===== config.mk =====
export PLATFORM = sky130hd
export DESIGN_NAME = enemy_collision_detector
export DESIGN_NICKNAME = d
export VERILOG_FILES = /design/src/rtl/enemy_collision_detector.sv
export SDC_FILE = /design/constraint.sdc
export NUM_CORES = 1
export LEC_CHECK = 0
export CORE_MARGIN = 3
export CORE_UTILIZATION = 30
export CTS_CLUSTER_SIZE = 40
export DETAILED_ROUTE_END_ITERATION = 8
export PLACE_DENSITY = 0.49
export SLEW_MARGIN = 20
export SYNTH_ARGS = -nofsm -noshare
export SYNTH_HDL_FRONTEND = slang
export SYNTH_SLANG_ARGS = --single-unit

===== constraint.sdc =====
create_clock -name clk -period 10.9 [get_ports clk]
set_input_delay 2.18 -clock clk [delete_from_list [all_inputs] [get_ports clk]]
set_output_delay 2.18 -clock clk [all_outputs]
set_load 0.02 [all_outputs]

===== src/rtl/enemy_collision_detector.sv =====
// Enemy-vs-player collision detector.
// Once per running frame the player and three enemy centres are latched,
// each enemy is tested in turn for box overlap against the player (one per
// clock), and a counted hit costs a life and starts an invulnerability window.
module enemy_collision_detector #(
  parameter int HIT_RADIUS      = 20,
  parameter int LIVES           = 3,
  parameter int COOLDOWN_FRAMES = 60
) (
  input  logic       clk,
  input  logic       reset,
  input  logic       gamemenu,
  input  logic       gamerun,
  input  logic       gamepause,
  input  logic       frame_tick,
  input  logic [9:0] player_x,
  input  logic [9:0] player_y,
  input  logic [9:0] e0_x,
  input  logic [9:0] e0_y,
  input  logic [9:0] e1_x,
  input  logic [9:0] e1_y,
  input  logic [9:0] e2_x,
  input  logic [9:0] e2_y,
  output logic       hit_pulse,
  output logic [1:0] hit_idx,
  output logic [2:0] lives,
  output logic       invulnerable,
  output logic       game_over,
  output logic       busy
);

  localparam logic [2:0]  S_IDLE     = 3'd0;
  localparam logic [2:0]  S_CHECK0   = 3'd1;
  localparam logic [2:0]  S_CHECK1   = 3'd2;
  localparam logic [2:0]  S_CHECK2   = 3'd3;
  localparam logic [2:0]  S_RESOLVE  = 3'd4;
  localparam logic [2:0]  S_GAMEOVER = 3'd5;

  localparam logic [2:0]  LIVES_INIT = 3'(LIVES);
  localparam logic [7:0]  COOL_INIT  = 8'(COOLDOWN_FRAMES);
  localparam logic [10:0] RADIUS     = 11'(HIT_RADIUS);

  logic [2:0] r_state;
  logic [2:0] r_lives;
  logic [7:0] r_cd;
  logic       r_hit_pulse;
  logic [1:0] r_hit_idx;
  logic       r_game_over;
  logic       r_any;
  logic [1:0] r_first;

  // Shadow copies of the positions, frozen for the duration of a scan
  logic [9:0] r_px;
  logic [9:0] r_py;
  logic [9:0] r_ex [3];
  logic [9:0] r_ey [3];

  logic              w_menu;
  logic              w_run;
  logic              w_accept;
  logic [1:0]        w_idx;
  logic [9:0]        w_ex;
  logic [9:0]        w_ey;
  logic signed [10:0] w_dx_s;
  logic signed [10:0] w_dy_s;
  logic [10:0]       w_dx;
  logic [10:0]       w_dy;
  logic              w_overlap;
  logic              w_hit_any;
  logic [1:0]        w_hit_first;

  // Magnitude of an 11-bit difference of two zero-extended 10-bit values;
  // the range is +/-1023 so negation never overflows.
  function automatic logic [10:0] abs11(input logic signed [10:0] v);
    return (v < 0) ? $unsigned(-v) : $unsigned(v);
  endfunction

  assign w_menu   = gamemenu & ~gamerun & ~gamepause;
  assign w_run    = ~gamemenu & gamerun & ~gamepause;
  assign w_accept = (r_state == S_IDLE) && frame_tick && w_run;

  // Pick the enemy under test from the current check state
  always_comb begin
    w_idx = 2'd0;
    case (r_state)
      S_CHECK1: w_idx = 2'd1;
      S_CHECK2: w_idx = 2'd2;
      default:  w_idx = 2'd0;
    endcase
  end

  assign w_ex   = r_ex[w_idx];
  assign w_ey   = r_ey[w_idx];
  assign w_dx_s = $signed({1'b0, r_px}) - $signed({1'b0, w_ex});
  assign w_dy_s = $signed({1'b0, r_py}) - $signed({1'b0, w_ey});
  assign w_dx   = abs11(w_dx_s);
  assign w_dy   = abs11(w_dy_s);
  assign w_overlap = (w_dx < RADIUS) && (w_dy < RADIUS);

  // Final verdict once the last enemy has been compared; an earlier hit wins
  assign w_hit_any   = r_any | w_overlap;
  assign w_hit_first = r_any ? r_first : 2'd2;

  // Latch positions when a frame scan is accepted (data path, no reset)
  always_ff @(posedge clk) begin
    if (w_accept) begin
      r_px    <= player_x;
      r_py    <= player_y;
      r_ex[0] <= e0_x;
      r_ey[0] <= e0_y;
      r_ex[1] <= e1_x;
      r_ey[1] <= e1_y;
      r_ex[2] <= e2_x;
      r_ey[2] <= e2_y;
    end
  end

  // Scan sequencer, life counter and cooldown; menu reload overrides everything
  always_ff @(posedge clk or posedge reset) begin
    if (reset) begin
      r_state     <= S_IDLE;
      r_lives     <= LIVES_INIT;
      r_cd        <= '0;
      r_hit_pulse <= 1'b0;
      r_hit_idx   <= 2'd0;
      r_game_over <= 1'b0;
      r_any       <= 1'b0;
      r_first     <= 2'd0;
    end else begin
      r_hit_pulse <= 1'b0;
      if (w_menu) begin
        r_state     <= S_IDLE;
        r_lives     <= LIVES_INIT;
        r_cd        <= '0;
        r_hit_idx   <= 2'd0;
        r_game_over <= 1'b0;
        r_any       <= 1'b0;
        r_first     <= 2'd0;
      end else begin
        case (r_state)
          S_IDLE: begin
            if (w_accept) begin
              if (r_cd != 8'd0) r_cd <= r_cd - 8'd1;
              r_any   <= 1'b0;
              r_first <= 2'd0;
              r_state <= S_CHECK0;
            end
          end
          S_CHECK0, S_CHECK1: begin
            if (w_overlap && !r_any) begin
              r_any   <= 1'b1;
              r_first <= w_idx;
            end
            r_state <= (r_state == S_CHECK0) ? S_CHECK1 : S_CHECK2;
          end
          S_CHECK2: begin
            // Result registered here so hit_pulse is visible during RESOLVE
            if (w_hit_any && (r_cd == 8'd0) && (r_lives != 3'd0)) begin
              r_lives     <= r_lives - 3'd1;
              r_hit_pulse <= 1'b1;
              r_hit_idx   <= w_hit_first;
              r_cd        <= COOL_INIT;
              if (r_lives == 3'd1) r_game_over <= 1'b1;
            end
            r_state <= S_RESOLVE;
          end
          S_RESOLVE: begin
            r_state <= r_game_over ? S_GAMEOVER : S_IDLE;
          end
          S_GAMEOVER: begin
            r_state <= S_GAMEOVER;
          end
          default: begin
            r_state <= S_IDLE;
          end
        endcase
      end
    end
  end

  assign hit_pulse    = r_hit_pulse;
  assign hit_idx      = r_hit_idx;
  assign lives        = r_lives;
  assign invulnerable = (r_cd != 8'd0);
  assign game_over    = r_game_over;
  assign busy         = (r_state >= S_CHECK0) && (r_state <= S_RESOLVE);

endmodule


== After elaboration in Yosys (flattened, before gate mapping) ==
Memories as Yosys holds them, arrays and structs flattened.
Index checks and enable logic that the tools add are counted.

* Add/sub/neg operators: 6
* Magnitude comparators: 6
* Equal/unequal tests: 10
* Muxes and demuxes: 37
* Bitwise logic cells: 8
* Reduce and logical (&&, ||, !) cells: 22

{| class="wikitable"
|+ Operators by type and width
! cell !! count
|-
| two-way mux 8 bit || 4
|-
| < comparator 11 x 1 -> 1 bit (second input constant) || 2
|-
| < comparator 11 x 5 -> 1 bit (second input constant) || 2
|-
| two-way mux 11 bit || 2
|-
| negation 11 bit || 2
|-
| subtractor 10 x 10 -> 11 bit || 2
|-
| two-way mux 3 bit || 6
|-
| case mux 8 bit (2 select lines) || 1
|-
| case mux 3 bit (5 select lines) || 1
|-
| two-way mux 2 bit || 7
|-
| two-way mux 1 bit || 13
|-
| != test 3 bit (second input constant) || 4
|-
| nonzero test 3 bit || 3
|-
| zero test 8 bit || 1
|-
| case mux 2 bit (2 select lines) || 2
|-
| nonzero test 8 bit || 1
|-
| subtractor 8 x 1 -> 8 bit (second input constant) || 1
|-
| logical AND 1 bit || 7
|-
| equality test 3 x 1 -> 1 bit (second input constant) || 2
|-
| equality test 3 x 2 -> 1 bit (second input constant) || 2
|-
| equality test 3 bit (second input constant) || 2
|-
| AND reduction 3 bit || 2
|-
| nonzero test 2 bit || 3
|-
| bitwise AND 1 bit || 4
|-
| 11 further kinds || 13
|}

* Register bits: 41
* Memory bits (writable): 60
* Input port bits: 86
* Output and inout bits: 9
* Word-level logic and storage cells: 101
* Memories: 2

{| class="wikitable"
|+ Memories
! memory !! words !! bits a word !! rd ports !! clocked after Yosys merged registers in !! write ports !! line !! source
|-
| r_ex || 3 || 10 || 1 || 0 || 3 || 55 || <nowiki>logic [9:0] r_ex [3];</nowiki>
|-
| r_ey || 3 || 10 || 1 || 0 || 3 || 56 || <nowiki>logic [9:0] r_ey [3];</nowiki>
|}

== Depth between registers and ports, before layout ==
An unclocked memory read counts as a cell.

* Depth after elaboration: 14
* Depth in mapped cells: 19
* Mapped depth without buffers: 15

== Least setup slack after synthesis ==
OpenSTA, ideal clock, no wires.

* Kind: input -> register
* From: input port gamemenu
* To: register r_cd[0]
* Library setup time: 0.083 ns
* Data arrival time: 7.365 ns
* Required time: 10.817 ns
* Path slack: 3.453 ns
* Stages on the path: 8
* Buffers on the path: 0
* Path through: nor2_1 -> a31oi_1 -> inv_1 -> o21ai_0 -> nor2_1 -> a21oi_1 -> or3_1 -> o21ai_0

* Longest elaborated chain between the ends: 6
* Elaborated cells between the ends (all ways): 12
* Those cells by class: eq/ne (3); mux (1); bitwise (5); reduce/logical (3)

{| class="wikitable"
|+ RTL lines
! item !! line !! source
|-
| start: declaration || 12 || <nowiki>input logic gamemenu,</nowiki>
|-
| NOT 1 bit || 79 || <nowiki>assign w_run = ~gamemenu & gamerun & ~gamepause;</nowiki>
|-
| bitwise AND 1 bit (2 in series) || 79 ||
|-
| logical AND 1 bit || 80 || <nowiki>assign w_accept = (r_state == S_IDLE) && frame_tick && w_run;</nowiki>
|-
| net w_accept || 60 || <nowiki>logic w_accept;</nowiki>
|-
| != test 3 bit (no source line) || -- ||
|-
| AND reduction 4 bit (no source line) || -- ||
|-
| end signal: assignment || 143 || <nowiki>if (r_cd != 8'd0) r_cd <= r_cd - 8'd1;</nowiki>
|-
| end: declaration || 45 || <nowiki>logic [7:0] r_cd;</nowiki>
|}

The timed path passes the listed nets, and every way through them passes these cells.
A chain may end at the register's enable or synchronous reset.

== Worst setup path after layout ==
* From: register r_state[1]
* To: register r_lives[2] (netlist: lives[2])

* Longest elaborated chain between the ends: 13
* Elaborated cells between the ends (all ways): 22
* Those cells by class: add/sub (4); order compare (4); eq/ne (2); mux (3); bitwise (1); reduce/logical (6); memory (2)

{| class="wikitable"
|+ RTL lines
! item !! line !! source
|-
| start: declaration || 43 || <nowiki>logic [2:0] r_state;</nowiki>
|-
| start signal: assignment || 154 || <nowiki>r_state <= (r_state == S_CHECK0) ? S_CHECK1 : S_CHECK2;</nowiki>
|-
| start signal: assignment || 168 || <nowiki>r_state <= r_game_over ? S_GAMEOVER : S_IDLE;</nowiki>
|-
| equality test 3 x 2 -> 1 bit, on equally long branches || 85, 140 ||
|-
| case mux 2 bit (2 select lines) || 85 || <nowiki>case (r_state)</nowiki>
|-
| memory (3 x 10 bit), on equally long branches || -- ||
|-
| subtractor 10 x 10 -> 11 bit, on equally long branches || 94, 95 ||
|-
| negation 11 bit or < comparator 11 x 1 -> 1 bit (tied branches) || 75 || <nowiki>return (v < 0) ? $unsigned(-v) : $unsigned(v);</nowiki>
|-
| two-way mux 11 bit || 75 ||
|-
| < comparator 11 x 5 -> 1 bit || 98 || <nowiki>assign w_overlap = (w_dx < RADIUS) && (w_dy < RADIUS);</nowiki>
|-
| logical AND 1 bit || 98 ||
|-
| bitwise OR 1 bit || 101 || <nowiki>assign w_hit_any = r_any | w_overlap;</nowiki>
|-
| logical AND 1 bit (2 in series) || 158 || <nowiki>if (w_hit_any && (r_cd == 8'd0) && (r_lives != 3'd0)) begin</nowiki>
|-
| nonzero test 2 bit (no source line) || -- ||
|-
| AND reduction 2 bit (no source line) (*) || -- ||
|-
| end signal: assignment || 159 || <nowiki>r_lives <= r_lives - 3'd1;</nowiki>
|-
| end: declaration || 44 || <nowiki>logic [2:0] r_lives;</nowiki>
|}

Mark *: on every way between the ends. The rest lies on a longest branch, timed or not.

==> flow_summary.toml <==
[global_route]
grt_overflow_total = 0
grtUsageTotal = 0.1183
grt_pass1_vias = 3826
antenna_found_initial = 0
maximum_number_of_pins_on_one_net_before_global_route_repair = 85
first_pass_grt_wire_length_um = 18560

[min_path]
min_path_type = "reg2reg"
hold_depth = 1

[synthesis]
synth.avg_cell_area_um2 = 11.44
post_synth_instance_area_um2 = 5298
number_of_flops_mapped_to_enable_cells_by_yosys = 80
synthMostInstantiatedCell = "sky130_fd_sc_hd__edfxtp_1"
synth_commonest_cells = "sky130_fd_sc_hd__edfxtp_1, sky130_fd_sc_hd__nor2_1, sky130_fd_sc_hd__a21oi_1, sky130_fd_sc_hd__nand2_1, sky130_fd_sc_hd__ha_1"
synth_cells = 463
yosys.area.top_type_share = 0.4535
ys.warnings.count = 0
post_synth_num_cell_types = 71
top_post_synthesis_cells_by_area = "sky130_fd_sc_hd__edfxtp_1, sky130_fd_sc_hd__dfrtp_1, sky130_fd_sc_hd__ha_1"
top_cell_type_by_total_area_after_synthesis = "sky130_fd_sc_hd__edfxtp_1"
async_reset_ff_frac = 0.2079
yosys_most_used_dff = "sky130_fd_sc_hd__edfxtp_1"
synth_seq_cells = 101
syn-num-nets = 575
synth-seq-area-share = 0.5531

[route]
vias_per_cell = 4.858
detailedRoute.firstPassIterationCount = 4
dr_total_vias = 3784
drcViolationCount = 0
routed_wire_length_um = 11090
ant_nets = 0
drt-wirelength-per-cell_um = 14.24
drt_first_iter_violations = 231

[cells_and_area]
n_fill_cell = 1643
antenna_cells_inserted = 0
footprint_of_the_multi_input_gates_um2 = 2233
layout.area.seq_um2 = 2930
layout-drive-gt1-share = 0.07335
area_growth_syn_to_layout_pct = 28.81
num-nets-final = 666

[timing]
timing.clock.skew_ps = 6.782
max_freq_mhz = 208.4
setup_tns_ps = 0
layout_worst_path_cycle_share = 0.4402
grt_setup_unrepaired = "no"
slew_violations = 0
finalHoldViolCount = 0
tightestPinTransition_ps = 1079
timing.final.setup_violations = 0
final.min_clock_period_ps = 4798
maxSlewHeadroom = 0.2808

[critical_path]
startpoint_type = "flop"
criticalPathCategory = "reg2reg"
logic_depth_of_the_worst_register_to_register_path = 14
crit_path_max_fanout = 21
element_type_at_the_critical_path_end = "flop"
worst_ep_arrival_time_ps = 5040
critical_path_required_ps = 11140

[clocking]
cts_htree_levels = 3
clk_pin_slew_ps = 70
cts_made_buffers = 9
clock_tree_from_tritoncts = "yes"
post-cts-setup-buffers = 0
cts_root_buf = "sky130_fd_sc_hd__clkbuf_16"
clock_tree.buffer_depth = 2
post_cts_hold_buffer_count = 0
cts_sinks = 101
postCtsResizedCells = 0
clock_insertion_delay_worst_skew_ps = 350

[die]
die_h_um = 138.9
effective_utilization_at_floorplan = 0.3128
core_region_area_um2 = 16940
die_area_um2 = 19290
fp.dieW_um = 138.9
boundary_pin_count = 95
row_count = 47

[place]
finalWeightedCongestion = 0.7741
number_of_port_buffers = 94
hpwl_um = 7946

[outcome]
run_status = "finished, final reports clean"

[flow_run]
max_cap_viol_count = 0
[per-layer routing]
layer | vias to the layer above | global-route usage | share of wire
li1 | 1904 | - | -
met5 | - | 0 | 0
met4 | 0 | 0.04325 | 0.017
met1 | 1785 | 0.1517 | 0.45
met2 | 81 | 0.1941 | 0.49
met3 | 14 | 0.03000 | 0.042
[logic make-up after synthesis]
group | after synthesis | synth area share
xor gates and xnor gates | 15 | 0.02480
DFF | 101 | 0.5531
adders and majority gates | 26 | 0.06424
and+or+nand+nor | 153 | 0.1441
muxes | 25 | 0.04794
AOI/OAI and AO/OA | 105 | 0.1368
buffers and inverters | 38 | 0.02905
[sequential cells by signal (all words and copies together) (netlist names)]
register / cells
r_ex: 30
r_px: 10
r_any: 1
hit_pulse: 1
r_state: 3
hit_idx: 2
r_cd: 8
lives: 3
game_over: 1
r_first: 2
r_ey: 30
r_py: 10
[final cells by class]
cell class / count / share of cell area
flip-flops and latches: 101 / 0.4294
repair buffers: 98 / 0.1423
multi-input cells: 324 / 0.3273
clock inverters: 7 / 0.01668
clock buffers: 9 / 0.03300
inverters: 20 / 0.01100
well taps: 220 / 0.04034
[final timing paths]
check / startpoint / to / slack, ps
hold reg to reg: r_first[1] / r_first[1] / 520
setup reg to reg: r_state[1] / lives[2] / 6100
max in group asynchronous: reset / r_state[1] / 8070
hold / removal: r_first[1] / r_first[1] / 520
setup / recovery: r_state[1] / lives[2] / 6100
min in group asynchronous: reset / game_over / 2310
[through the flow]
step	worst slack (ps)	std cells	hold slack (ps)	utilization	instance area [µm²]
6_report	6102	779	518.6	0.4029	6824
5_1_grt	5601	779	532.3	0.4029	6824
4_1_cts	6054	779	520.3	0.4029	6824
3_5_place_dp	5754	763	506.9	0.3829	6485
3_3_place_gp	5880	763	494.8	0.3829	6485
2_1_floorplan	3453	463	460.3	-	5298
[worst max-delay path, stage by stage (launching register included)]
cell and delay (ps):
sky130_fd_sc_hd__dfrtp_1 500, sky130_fd_sc_hd__nor3b_2 210, sky130_fd_sc_hd__buf_4 390, sky130_fd_sc_hd__mux2i_1 230, sky130_fd_sc_hd__o21ai_0 100, sky130_fd_sc_hd__ha_1 230, sky130_fd_sc_hd__fa_1 400, sky130_fd_sc_hd__nand2b_1 180
sky130_fd_sc_hd__a211oi_1 330, sky130_fd_sc_hd__nor2_1 140, sky130_fd_sc_hd__o21ai_0 430, sky130_fd_sc_hd__nor2b_1 110, sky130_fd_sc_hd__o21ai_0 610, sky130_fd_sc_hd__a41o_4 470, sky130_fd_sc_hd__mux2_2 350
[cells in the final DEF (no fill, tap or decap), drive strengths merged, types with 4 or more instances in the layout]
cell type,synthesis,layout
a21o,6,6
a21oi,38,38
buf,3,4
clkbuf,15,9
clkdlybuf4s50,0,94
dfrtp,19,19
edfxtp,80,80
ha,24,24
inv,20,20
mux2i,22,22
nand2,35,35
nand2b,8,8
nand3,12,12
nand4,5,5
nor2,45,45
nor2b,8,8
nor3,10,10
nor3b,8,8
o21ai,20,20
o22ai,4,4
o31a,4,4
or3,6,6
xnor2,7,7
xor2,8,8
Power is not shown: default switching activity piles up to over one toggle a cycle in this logic, so the estimate is an artifact.
